[src/rtl/noc_cmd_pkg.sv]
// Shared NoC command definitions.
// Source tags and the command-width rule used by the 1x2/2x1 nodes.
package noc_cmd_pkg;

  localparam logic SRC_TAG_HIGH = 1'b1;
  localparam logic SRC_TAG_LOW  = 1'b0;

  function automatic int out_cmd_width(
    input int in_w,
    input int tag_w
  );
    return in_w + tag_w;
  endfunction

endpackage

[src/rtl/collect_2x1_cmd_flow_seq_if.sv]
// Two-input merge bundle toward one output stream.
// slave: merge node side; master: producer/consumer side.
interface collect_2x1_cmd_flow_seq_if
  import noc_cmd_pkg::*;
#(
  parameter int DATA_WIDTH        = 32,
  parameter int IN_COMMAND_WIDTH  = 1,
  parameter int OUT_COMMAND_WIDTH = out_cmd_width(IN_COMMAND_WIDTH, 1)
);

  logic                          i_en;
  logic [1:0]                    i_valid;
  logic [2*DATA_WIDTH-1:0]       i_data_bus;
  logic [2*IN_COMMAND_WIDTH-1:0] i_cmd;
  logic [1:0]                    o_ready;
  logic                          o_valid;
  logic [DATA_WIDTH-1:0]         o_data_bus;
  logic [OUT_COMMAND_WIDTH-1:0]  o_cmd;
  logic                          i_ready;

  modport slave (
    input  i_en, i_valid, i_data_bus, i_cmd, i_ready,
    output o_ready, o_valid, o_data_bus, o_cmd
  );

  modport master (
    output i_en, i_valid, i_data_bus, i_cmd, i_ready,
    input  o_ready, o_valid, o_data_bus, o_cmd
  );

endinterface

[src/rtl/noc_sync_fifo.sv]
// Synchronous FIFO, power-of-two depth, pointers wrap naturally.
// rdata is the raw head slot; the caller qualifies it with empty.
module noc_sync_fifo #(
  parameter int WIDTH = 8,
  parameter int DEPTH = 2,
  localparam int AW = $clog2(DEPTH),
  localparam int CW = $clog2(DEPTH + 1)
) (
  input  logic             clk,
  input  logic             rst,
  input  logic             push,
  input  logic             pop,
  input  logic [WIDTH-1:0] wdata,
  output logic [WIDTH-1:0] rdata,
  output logic [CW-1:0]    count,
  output logic             full,
  output logic             empty
);

  logic [WIDTH-1:0] mem [DEPTH];
  logic [AW-1:0]    wr_ptr;
  logic [AW-1:0]    rd_ptr;
  logic             do_push;
  logic             do_pop;

  assign full    = (count == CW'(DEPTH));
  assign empty   = (count == '0);
  assign do_push = push & ~full;
  assign do_pop  = pop & ~empty;
  assign rdata   = mem[rd_ptr];

  always_ff @(posedge clk) begin
    if (do_push) begin
      mem[wr_ptr] <= wdata;
    end
  end

  always_ff @(posedge clk) begin
    if (rst) begin
      wr_ptr <= '0;
      rd_ptr <= '0;
      count  <= '0;
    end else begin
      if (do_push) wr_ptr <= wr_ptr + AW'(1);
      if (do_pop)  rd_ptr <= rd_ptr + AW'(1);
      unique case (1'b1)
        (do_push & ~do_pop): count <= count + CW'(1);
        (do_pop & ~do_push): count <= count - CW'(1);
        default:             count <= count;
      endcase
    end
  end

endmodule

[src/rtl/collect_2x1_cmd_flow_seq.sv]
// 2x1 collect node: round-robin merge of high/low inputs into a FIFO.
// The winner's source tag is prepended to its command on the way in.
module collect_2x1_cmd_flow_seq
  import noc_cmd_pkg::*;
#(
  parameter int DATA_WIDTH            = 32,
  parameter int DESTINATION_TAG_WIDTH = 1,
  parameter int IN_COMMAND_WIDTH      = 1,
  parameter int OUT_COMMAND_WIDTH     =
    out_cmd_width(IN_COMMAND_WIDTH, DESTINATION_TAG_WIDTH),
  parameter int FIFO_DEPTH            = 2
) (
  input logic clk,
  input logic rst,
  collect_2x1_cmd_flow_seq_if.slave bus
);

  localparam int W  = DATA_WIDTH + OUT_COMMAND_WIDTH;
  localparam int CW = $clog2(FIFO_DEPTH + 1);
  localparam int DW = DATA_WIDTH;
  localparam int IW = IN_COMMAND_WIDTH;

  if (DESTINATION_TAG_WIDTH != 1) begin : g_bad_tag
    $error("collect_2x1: DESTINATION_TAG_WIDTH must be 1");
  end
  if (IN_COMMAND_WIDTH < 1) begin : g_bad_cmd
    $error("collect_2x1: IN_COMMAND_WIDTH must be >= 1");
  end
  if (OUT_COMMAND_WIDTH != IN_COMMAND_WIDTH + DESTINATION_TAG_WIDTH)
  begin : g_bad_out
    $error("collect_2x1: OUT_COMMAND_WIDTH is derived");
  end
  if (FIFO_DEPTH < 2 || (FIFO_DEPTH & (FIFO_DEPTH - 1)) != 0)
  begin : g_bad_depth
    $error("collect_2x1: FIFO_DEPTH must be a power of 2, >= 2");
  end

  logic          rr_ptr;
  logic [1:0]    grant;
  logic          push;
  logic          pop;
  logic [W-1:0]  wdata;
  logic [W-1:0]  rdata;
  logic [CW-1:0] count;
  logic          full;
  logic          empty;

  always_comb begin
    grant = bus.i_valid;
    if (&bus.i_valid) begin
      grant = rr_ptr ? 2'b10 : 2'b01;
    end
  end

  // Ready depends only on registered FIFO state, never on i_ready.
  assign bus.o_ready = {2{bus.i_en & ~rst & ~full}} & grant;
  assign push = |(bus.i_valid & bus.o_ready);

  always_comb begin
    if (bus.o_ready[1]) begin
      wdata = {bus.i_data_bus[2*DW-1:DW], SRC_TAG_HIGH,
               bus.i_cmd[2*IW-1:IW]};
    end else begin
      wdata = {bus.i_data_bus[DW-1:0], SRC_TAG_LOW,
               bus.i_cmd[IW-1:0]};
    end
  end

  always_ff @(posedge clk) begin
    if (rst) begin
      rr_ptr <= 1'b1;
    end else if (push) begin
      rr_ptr <= ~bus.o_ready[1];
    end
  end

  assign bus.o_valid = ~rst & (count != '0);
  assign pop = bus.o_valid & bus.i_ready;
  assign {bus.o_data_bus, bus.o_cmd} = (rst | empty) ? '0 : rdata;

  noc_sync_fifo #(
    .WIDTH (W),
    .DEPTH (FIFO_DEPTH)
  ) u_fifo (
    .clk   (clk),
    .rst   (rst),
    .push  (push),
    .pop   (pop),
    .wdata (wdata),
    .rdata (rdata),
    .count (count),
    .full  (full),
    .empty (empty)
  );

endmodule

[src/flat_wrapper.sv]
// flat-port wrapper written by rule: the top's interface ports become plain ports
module collect_2x1_cmd_flow_seq_flat import noc_cmd_pkg::*;
#(
  parameter int DATA_WIDTH            = 32,
  parameter int DESTINATION_TAG_WIDTH = 1,
  parameter int IN_COMMAND_WIDTH      = 1,
  parameter int OUT_COMMAND_WIDTH     =
    out_cmd_width(IN_COMMAND_WIDTH, DESTINATION_TAG_WIDTH),
  parameter int FIFO_DEPTH            = 2
)
  (clk, rst, bus_i_en, bus_i_valid, bus_i_data_bus, bus_i_cmd, bus_i_ready, bus_o_ready, bus_o_valid, bus_o_data_bus, bus_o_cmd);
  collect_2x1_cmd_flow_seq_if #(.DATA_WIDTH(DATA_WIDTH), .IN_COMMAND_WIDTH(IN_COMMAND_WIDTH), .OUT_COMMAND_WIDTH(OUT_COMMAND_WIDTH)) bus_i ();
  input logic clk;
  input logic rst;
  input wire logic [$bits(bus_i.i_en)-1:0] bus_i_en;
  input wire logic [$bits(bus_i.i_valid)-1:0] bus_i_valid;
  input wire logic [$bits(bus_i.i_data_bus)-1:0] bus_i_data_bus;
  input wire logic [$bits(bus_i.i_cmd)-1:0] bus_i_cmd;
  input wire logic [$bits(bus_i.i_ready)-1:0] bus_i_ready;
  output wire logic [$bits(bus_i.o_ready)-1:0] bus_o_ready;
  output wire logic [$bits(bus_i.o_valid)-1:0] bus_o_valid;
  output wire logic [$bits(bus_i.o_data_bus)-1:0] bus_o_data_bus;
  output wire logic [$bits(bus_i.o_cmd)-1:0] bus_o_cmd;
  assign bus_i.i_en = bus_i_en;
  assign bus_i.i_valid = bus_i_valid;
  assign bus_i.i_data_bus = bus_i_data_bus;
  assign bus_i.i_cmd = bus_i_cmd;
  assign bus_i.i_ready = bus_i_ready;
  assign bus_o_ready = bus_i.o_ready;
  assign bus_o_valid = bus_i.o_valid;
  assign bus_o_data_bus = bus_i.o_data_bus;
  assign bus_o_cmd = bus_i.o_cmd;
  collect_2x1_cmd_flow_seq #(.DATA_WIDTH(DATA_WIDTH), .DESTINATION_TAG_WIDTH(DESTINATION_TAG_WIDTH), .IN_COMMAND_WIDTH(IN_COMMAND_WIDTH), .OUT_COMMAND_WIDTH(OUT_COMMAND_WIDTH), .FIFO_DEPTH(FIFO_DEPTH)) u_core (.clk(clk), .rst(rst), .bus(bus_i));
endmodule
[config.mk]
export PLATFORM = sky130hd
export DESIGN_NAME = collect_2x1_cmd_flow_seq_flat
export DESIGN_NICKNAME = d
export VERILOG_FILES = /design/src/rtl/noc_cmd_pkg.sv /design/src/rtl/collect_2x1_cmd_flow_seq_if.sv /design/src/rtl/noc_sync_fifo.sv /design/src/rtl/collect_2x1_cmd_flow_seq.sv /design/src/flat_wrapper.sv
export SDC_FILE = /design/constraint.sdc
export NUM_CORES = 1
export LEC_CHECK = 0
export ABC_AREA = 1
export CORE_ASPECT_RATIO = 1.4
export CORE_MARGIN = 4
export CORE_UTILIZATION = 47
export DETAILED_ROUTE_END_ITERATION = 10
export PLACE_DENSITY = 0.81
export SLEW_MARGIN = 20
export SYNTH_ARGS = -nofsm -noshare
export SYNTH_HDL_FRONTEND = slang
export SYNTH_SLANG_ARGS = --single-unit
[constraint.sdc]
create_clock -name clk -period 3.8 [get_ports clk]
set_input_delay 0.76 -clock clk [delete_from_list [all_inputs] [get_ports clk]]
set_output_delay 0.76 -clock clk [all_outputs]
set_load 0.1 [all_outputs]
==> results of run 1 <==
[cell usage after synthesis]
cell	number
edfxtp_1	68
nor2_4	1
nand2_1	133
nor2_1	8
a21oi_1	5
buf_6	2
nand2_2	10
inv_2	2
ha_1	1
a21oi_4	1
dfxtp_1	6
clkinv_1	1
o21ai_0	3
buf_4	4
inv_1	41
mux2_2	34
buf_12	1
inv_6	1
buf_2	7
nand3_1	1
nand2_4	1
[cells by family (layout without fill, tap and decap cells)]
logic type      after synthesis  after routing  share of synthesized area, %
mux                          34             34                          10.9
buf+inv                      59            173                          8.01
compound gates                9              9                          1.60
fa+ha+maj                     1              1                         0.356
simple gates                154            154                          17.6
flops                        74             74                          61.5
[stage by stage]
stage          instance area, µm²  hold WS [ns]  util, %  power, mW  std cells
2_1_floorplan                3510         0.457        -       1.22        331
3_3_place_gp                 5050         0.463     69.0       1.40        527
3_5_place_dp                 5050         0.499     69.0       1.41        527
4_1_cts                      5250         0.514     71.8       2.05        542
5_1_grt                      5250         0.544     71.8       2.10        542
6_report                     5250         0.515     71.8       2.03        542
[per-layer routing]
metal | track usage [%] | vias to the layer above | share of wire [%]
met3 | 3.01 | 13 | 4.8
met1 | 18.9 | 1117 | 38
met2 | 33.8 | 73 | 55
met4 | 7.97 | 0 | 1.8
li1 | - | 1276 | -
met5 | 0 | - | 0
[power by group through the flow]
stage	clock (mW)	combinational (mW)	sequential, mW
after floorplan	0	0.267	0.949
after global placement	0	0.448	0.956
after detailed placement	0	0.457	0.958
after CTS	0.650	0.459	0.939
after global routing	0.681	0.479	0.942
final	0.634	0.454	0.939
[state kept, by name, indices dropped and copies added, names as in the netlist, named ones only]
register / cells
u_core.u_fifo.mem: 68
u_core.u_fifo.count: 2
u_core.rr_ptr: 1
u_core.u_fifo.rd_ptr: 1
u_core.u_fifo.wr_ptr: 1
[tightest hold or removal path: stages, from the launching register on]
cell and delay (ns):
dfxtp_1 0.36, a21oi_1 0.08, nand2_1 0.05
[area by class of cell]
cell class / count / share of cell area (%)
clock inverter: 5 / 1.52
multi-input combinational: 198 / 20.7
inverter: 45 / 3.31
clock buffer: 10 / 2.43
timing repair buffer: 113 / 28.6
sequential: 74 / 41.2
tap: 97 / 2.31
[worst paths after layout]
check                                            start                     end  slack (ns)
worst min register to register           u_core.rr_ptr           u_core.rr_ptr        0.52
worst max-delay path                               rst      bus_o_data_bus[24]        0.71
worst max register to register  u_core.u_fifo.count[0]  u_core.u_fifo.count[1]        1.74
worst min-delay path                     u_core.rr_ptr           u_core.rr_ptr        0.52
==> results.cfg, run 1 <==
[status]
status = completed

[job]
drv_cap = 0

[synthesis]
ys_ff_latch = 74
synth_area_leader_cell = edfxtp_1
ys_top_cells_by_area = edfxtp_1, nand2_1, mux2_2, inv_1, dfxtp_1
ys_types = 21
netlist.area_leader.share_pct = 58.1
ys_seq_area_share_pct = 61.5
synthCells = 331
synth.cell_area_mm2 = 0.00351
synth.avg_cell_area_um2 = 10.6
synth_nets = 404
yosysWarnings = 0

[floorplan]
rows = 37
fp.dieW_um = 81.1
core_area_mm2 = 0.00731
pin_count = 109
initial_core_util_pct = 48.0
die-area_mm2 = 0.00895
chipHeight_um = 110

[power_and_ir_drop]
p_int_mw = 1.48
seqPwrFrac_pct = 46.3
ir_drop_v = 0.000269
swShare_pct = 26.9
pwr_density_cell_mw_per_mm2 = 386
combPwrFrac_pct = 22.4
p_sw_mw = 0.545
leakage_nw = 2.26
power_frac_clock_pct = 31.3

[setup_path]
cp-end-kind = output port
max_stage_delay_ns = 0.51
critPathKind = input port to output port
worst-path-stages = 6
cpMostUsedCell = buf_12
r2r_cells = 10
critPathLaunchType = input port
crit_chain = clkdlybuf4s50_1 -> a21oi_4 -> buf_12 -> nand2_1 -> inv_1 -> buf_12
worstPathRequired_ns = 3.04
cp_slowest_cell = clkdlybuf4s50_1
crit_fanout = 22
cpLargestDelayFamily = buffers and inverters
crit_arrival_ns = 2.33
worstPathBufferInverterCount = 4

[finish]
final_nets = 514
diodes = 0
drive_gt1_share_pct = 24.5
regArea_mm2 = 0.00216
final_cell_mix = nand2_1, clkdlybuf4s50_1, edfxtp_1, inv_1, buf_12
layout_commonest_cell = nand2_1
area_growth_syn_to_layout_pct = 49.5
multi_input_comb_area_mm2 = 0.00109
fillers = 510

[detailed_routing]
drtIter0Drc = 97
wire_per_inst_um = 13.9
vias_per_cell = 4.57
wl_um = 7530
ant_nets = 0
drc_errors = 0
vias = 2479
dr.pass1.iters = 4

[cts]
clk_pin_slew_worst_paths_ns = 0.07
htree_levels = 3
cts_root_buf = clkbuf_8
cts_resized = 0
cts_tree = yes
postCtsHoldBufs = 0
cts_buffer_depth = 2
cts_made_buffers = 9
cts.sinks = 74
post-cts-setup-buffers = 0
insertion_delay_ns = 0.33

[sta]
worst_slack_ns = 0.715
setup-tns-final_ns = 0
finalSetupViolCount = 0
drv_slew = 0
skew_ns = 0.00700
period_minus_slack_ns = 3.09
hold_viol = 0
fmax_mhz = 324
worstMarginPinSlew_ns = 0.825
rsz0062_at_grt = no
fin_crit_sh_pct = 81.2
max_slew_margin_pct = 44.4

[placed_design]
numPortBuffers = 108
place_congestion = 0.713
place_ws_ns = 0.683
dp_hpwl_um = 5530

[grt]
grt_pass1_vias = 2596
grt_use_total_pct = 17.8
grt_pass1_wl_um = 12000
antenna_found_initial = 0
grt_max_degree = 37
overflow = 0

[min_path]
min_path_type = flip-flop to flip-flop
hold_path_depth = 2
(Power assumes the default switching activity.)
==> inputs of run 2 (changes only) <==
Settings changed: CORE_UTILIZATION 47 to 42, PLACE_DENSITY 0.81 to 0.76.
Clock period 3.8 ns to 2.7 ns, I/O delays scaled along.
==> results.cfg, run 2 (synthesis gave the netlist of run 1 again) <==
[sta]
rsz0062_at_grt = no
fmax_mhz = 405
period_minus_slack_ns = 2.47
setup-tns-final_ns = 0
skew_ns = 0.00374
worst_slack_ns = 0.232
worstMarginPinSlew_ns = 0.400
hold_viol = 0
finalSetupViolCount = 0
drv_slew = 0
max_slew_margin_pct = 73.3
fin_crit_sh_pct = 91.4

[finish]
reg_top3 = u_core.u_fifo.mem x68, u_core.u_fifo.count x2
final_cell_area_mm2 = 0.00545
layout_commonest_cell = nand2_1
utilization_pct = 66.9
fillers = 597
area_growth_syn_to_layout_pct = 55.2
final_nets = 520
regMostFlops = u_core.u_fifo.mem
largest_reg_flops = 68
final_cells = 553
final_cell_mix = nand2_1, clkdlybuf4s50_1, edfxtp_1, inv_1, buf_12
diodes = 0
drive_gt1_share_pct = 25.5

[setup_path]
cp-end-kind = output port
max_stage_delay_ns = 0.51
r2r-start = u_core.u_fifo.count[0]
crit_start = rst
worstPathRequired_ns = 2.16
cp_slowest_cell = clkdlybuf4s50_1
crit_fanout = 20
worstPathBufferInverterCount = 4
crit_chain = clkdlybuf4s50_1 -> a21oi_4 -> buf_4 -> nand2_1 -> inv_1 -> buf_12
crit_arrival_ns = 1.93
cpLargestDelayFamily = buffers and inverters
critPathLaunchType = input port
critPathKind = input port to output port

[placed_design]
place_area_mm2 = 0.00512
place_congestion = 0.729
place_inst = 538
place_ws_ns = 0.234
numPortBuffers = 108
dp_hpwl_um = 5620

[cts]
cts_resized = 0
post-cts-setup-buffers = 0
cts_root_buf = clkbuf_16
cts_tree = yes
cts_made_buffers = 9
postCtsHoldBufs = 0
cts.sinks = 74
htree_levels = 3
clk_pin_slew_worst_paths_ns = 0.05
insertion_delay_ns = 0.32
cts_buffer_depth = 2

[detailed_routing]
wl_met2_um = 4250
vias_per_cell = 4.66
wl_met3_um = 465
highest_layer = met4
wl_um = 7700
drc_errors = 0
ant_nets = 0
vias = 2577
wl_met1_um = 2900
dr.pass1.iters = 4
wire_per_inst_um = 13.9
drtIter0Drc = 125

[grt]
grt_max_degree = 36
antenna_found_initial = 0
grt_pass1_wl_um = 12100
grt_use_total_pct = 15.9
grt_pass1_vias = 2588
overflow = 0

[power_and_ir_drop]
pwr_density_cell_mw_per_mm2 = 602
leakage_nw = 2.36
ir_drop_v = 0.000449

[floorplan]
initial_core_util_pct = 43.1
die-area_mm2 = 0.00992
core_area_mm2 = 0.00815
pin_count = 109
fp.dieW_um = 85.3
rows = 39
chipHeight_um = 116

[status]
status = completed

[job]
drv_cap = 0

[min_path]
min_path_type = flip-flop to flip-flop
min_from = u_core.rr_ptr
[run 2: cell count changes in the layout (fill, tap and decap cells not counted), sizes merged]
cell / before / now
bufinv: 2 / 3
clkinv: 2 / 3
buf: 42 / 48
clkbuf: 10 / 9
clkinvlp: 2 / 1
[run 2: worst reg2reg max path: stages, from the launching register on]
cell,delay (ns)
dfxtp_1,0.38
inv_2,0.08
a21oi_4,0.16
buf_4,0.25
nand2_1,0.10
clkinv_1,0.07
ha_1,0.24
nor2_1,0.12
nand2_1,0.07
o21ai_0,0.14
a21oi_1,0.06
[run 2: cell type report]
cell class                 instances  area [µm²]  share of cell area (%)
clock buffer                       9         225                    4.13
timing repair buffer             119        1570                    28.8
multi-input combinational        198        1090                    19.9
tap                              102         128                    2.34
clock inverter                     6         106                    1.95
inverter                          45         174                    3.19
sequential                        74        2160                    39.7
[run 2: through the flow]
step	power (mW)	hold WS (ns)
floorplan	1.71	0.457
global placement	1.99	0.480
detailed placement	2.00	0.501
CTS	3.32	0.519
global route	3.39	0.539
finish	3.28	0.518
[run 2: per-layer routing]
metal	GRT usage, %	vias to the layer above
li1	-	1291
met1	17.5	1198
met2	29.2	79
met3	3.74	9
met4	6.65	0
met5	0	-
[run 2: power by group]
part	leakage [nW]	switching, mW	total [mW]	internal (mW)
combinational	1.53	0.377	0.656	0.279
clock	0.159	0.418	1.31	0.891
sequential	0.669	0.0150	1.32	1.30
[run 2: final timing paths]
| check | slack, ns | endpoint | cells after the start |
|---|---|---|---|
| worst max-delay path | 0.23 | bus_o_data_bus[0] | 6 |
| worst min-delay path | 0.52 | u_core.rr_ptr | 2 |
| worst max register to register | 0.90 | u_core.u_fifo.count[1] | 10 |
| worst min register to register | 0.52 | u_core.rr_ptr | 2 |
==> inputs of run 3 (changes only) <==
Settings changed: CORE_UTILIZATION 42 to 44, CTS_CLUSTER_SIZE set to 24, PLACE_DENSITY 0.76 to 0.77, SYNTH_HIERARCHICAL set to 1.
==> results.cfg, run 3 <==
[synthesis]
synth_top_family_by_area = simple AND/OR/NAND/NOR gates
synth.cell_area_mm2 = 0.00394
synthArstFlopShare_pct = 0
netlist.area_leader.share_pct = 51.8
ys_seq_area_share_pct = 54.9
synth.avg_cell_area_um2 = 11.4
synth_area_leader_cell = edfxtp_1
yosysWarnings = 6
synth_nets = 419
synthCells = 346
synth_compound_area_share_pct = 0.508
synth-simple-area-share_pct = 21.9
ys_top_cells_by_count = nand2_1, edfxtp_1, inv_1
synth_xor_area_share_pct = 0
yosysMostFrequentCell = nand2_1
ys_top_cells_by_area = edfxtp_1, mux2_4, nand2_1, nor2_4, inv_1
synthMuxAreaShare_pct = 12.6
ys_types = 23
ys_ff_latch = 74
ys.flop_type = edfxtp_1
synth_enable_flop_cells = 68
synth_fa_ha_area_share_pct = 0.317

[min_path]
hold_end = u_core/u_fifo/rd_ptr
min_path_type = flip-flop to flip-flop
hold_path_depth = 2
min_from = u_core/u_fifo/rd_ptr

[power_and_ir_drop]
p_sw_mw = 0.764
swShare_pct = 25.2
p_int_mw = 2.26
power.total_mw = 3.03
leakage_nw = 2.40
ir_drop_v = 0.000445
combPwrFrac_pct = 21.3
seqPwrFrac_pct = 43.9
power_frac_clock_pct = 34.9
pwr_density_cell_mw_per_mm2 = 527

[cts]
cts_root_buf = clkbuf_16
cts_buffer_depth = 2
htree_levels = 3
cts_resized = 0
cts_tree = yes
insertion_delay_ns = 0.32
clk_pin_slew_worst_paths_ns = 0.05
postCtsHoldBufs = 0
cts_made_buffers = 9
post-cts-setup-buffers = 0
cts.sinks = 74

[detailed_routing]
vias_per_cell = 4.59
drtIter0Drc = 111
ant_nets = 0
drc_errors = 0
wire_per_inst_um = 14.0
wl_um = 7960
dr.pass1.iters = 4
vias = 2614

[floorplan]
rows = 40
fp.dieW_um = 88.0
initial_core_util_pct = 45.5
chipHeight_um = 120
die-area_mm2 = 0.0106
pin_count = 109
core_area_mm2 = 0.00866

[sta]
skew_ns = 0.00571
finalSetupViolCount = 0
fmax_mhz = 392
rsz0062_at_grt = no
fin_crit_sh_pct = 94.5
period_minus_slack_ns = 2.55
max_slew_margin_pct = 70.9
hold_viol = 0
drv_slew = 0
worstMarginPinSlew_ns = 0.436

[setup_path]
crit_arrival_ns = 2.01
critPathLaunchType = input port
critPathKind = input port to output port
cp-end-kind = output port
cpMostUsedCell = buf_12
r2r_end = u_core/u_fifo/count[1]
r2r_cells = 13
rrSetupSlack_ns = 0.70
crit_fanout = 34
worstPathBufferInverterCount = 3
r2r-start = u_core/u_fifo/count[0]
cp_slowest_cell = clkdlybuf4s50_1
max_stage_delay_ns = 0.45
worstPathRequired_ns = 2.16
crit_chain = clkdlybuf4s50_1 -> or2_2 -> buf_12 -> nor2_1 -> buf_12
cpLargestDelayFamily = buffers and inverters

[grt]
grt_max_degree = 37
antenna_found_initial = 0
grt_use_total_pct = 15.6
overflow = 0
grt_pass1_wl_um = 12600
grt_pass1_vias = 2719

[finish]
area_growth_syn_to_layout_pct = 45.8
reg_top3 = u_core/u_fifo/mem x68, u_core/u_fifo/count x2
largest_reg_flops = 68
diodes = 0
utilization_pct = 66.4
regMostFlops = u_core/u_fifo/mem
final_cell_mix = nand2_1, clkdlybuf4s50_1, edfxtp_1, inv_1, buf_12
fillers = 651
drive_gt1_share_pct = 27.5
layout_commonest_cell = nand2_1
final_nets = 533

[placed_design]
place_congestion = 0.770
dp_hpwl_um = 5990
numPortBuffers = 108

[status]
status = completed

[job]
drv_cap = 0
[run 3: cell types whose count changed after synthesis, moves of 7 or more]
cell | before | now
nor2_1 | 8 | 31
nor2_4 | 1 | 20
mux2_4 | 0 | 30
nand2_1 | 133 | 105
mux2_2 | 34 | 4
buf_6 | 2 | 9
buf_2 | 7 | 0
[run 3: how the worst max path moves through the flow]
| stage | startpoint | to | slack [ns] | depth (start not counted) |
|---|---|---|---|---|
| global placement | rst | bus_o_data_bus[12] | 0.19 | 5 |
| floorplan | rst | bus_o_data_bus[11] | -0.13 | 4 |
| CTS | rst | bus_o_data_bus[19] | 0.14 | 5 |
| global route | rst | bus_o_data_bus[11] | 0.07 | 5 |
| detailed placement | rst | u_core/u_fifo/count[1] | 0.12 | 15 |
| finish | rst | bus_o_data_bus[19] | 0.15 | 5 |
[run 3: metal layers]
layer / wire (µm) / vias to the layer above / global-route usage [%]
met5: 0 / - / 0
met4: 104 / 0 / 6.33
met3: 360 / 8 / 2.20
met2: 4850 / 61 / 31.7
met1: 2650 / 1217 / 14.7
li1: - / 1328 / -
[run 3: cell families (layout without fill, tap and decap cells)]
logic type / count (synthesis) / in the layout
flip-flops: 74 / 74
AO/OA/AOI/OAI: 4 / 4
adder cells (fa/ha/maj): 1 / 1
buffers and inverters: 63 / 182
AND/OR/NAND/NOR: 170 / 170
multiplexers: 34 / 34
[run 3: power by group through the flow]
stage	Combinational [mW]	Clock (mW)	Sequential (mW)
after global placement	0.636	0	1.35
after CTS	0.651	1.09	1.33
after floorplan	0.393	0	1.35
after global routing	0.681	1.14	1.33
final	0.644	1.06	1.33
after detailed placement	0.649	0	1.35
[run 3: cell type report]
class / count / area [µm²] / share of cell area (%)
clock buffers: 16 / 272 / 4.73
repair buffers: 118 / 1600 / 27.9
well taps: 105 / 131 / 2.29
multi-input cells: 209 / 1400 / 24.3
inverters: 48 / 180 / 3.14
flip-flops and latches: 74 / 2160 / 37.7
[run 3: stage by stage]
stage | cell area (µm²) | setup slack (ns) | TNS [ns] | cells | hold slack [ns]
floorplan | 3940 | -0.129 | -1.30 | 346 | 0.467
global placement | 5470 | 0.195 | 0 | 554 | 0.481
detailed placement | 5470 | 0.123 | 0 | 554 | 0.488
CTS | 5750 | 0.141 | 0 | 570 | 0.514
global route | 5750 | 0.0713 | 0 | 570 | 0.559
finish | 5750 | 0.149 | 0 | 570 | 0.510
[run 3: worst reg2reg max path, delay by kind of cell (launching register included)]
| kind | cells | cell delay, ns |
|---|---|---|
| and+or+nand+nor | 9 | 0.96 |
| DFF | 1 | 0.41 |
| adders and majority gates | 1 | 0.33 |
| buffers and inverters | 3 | 0.24 |
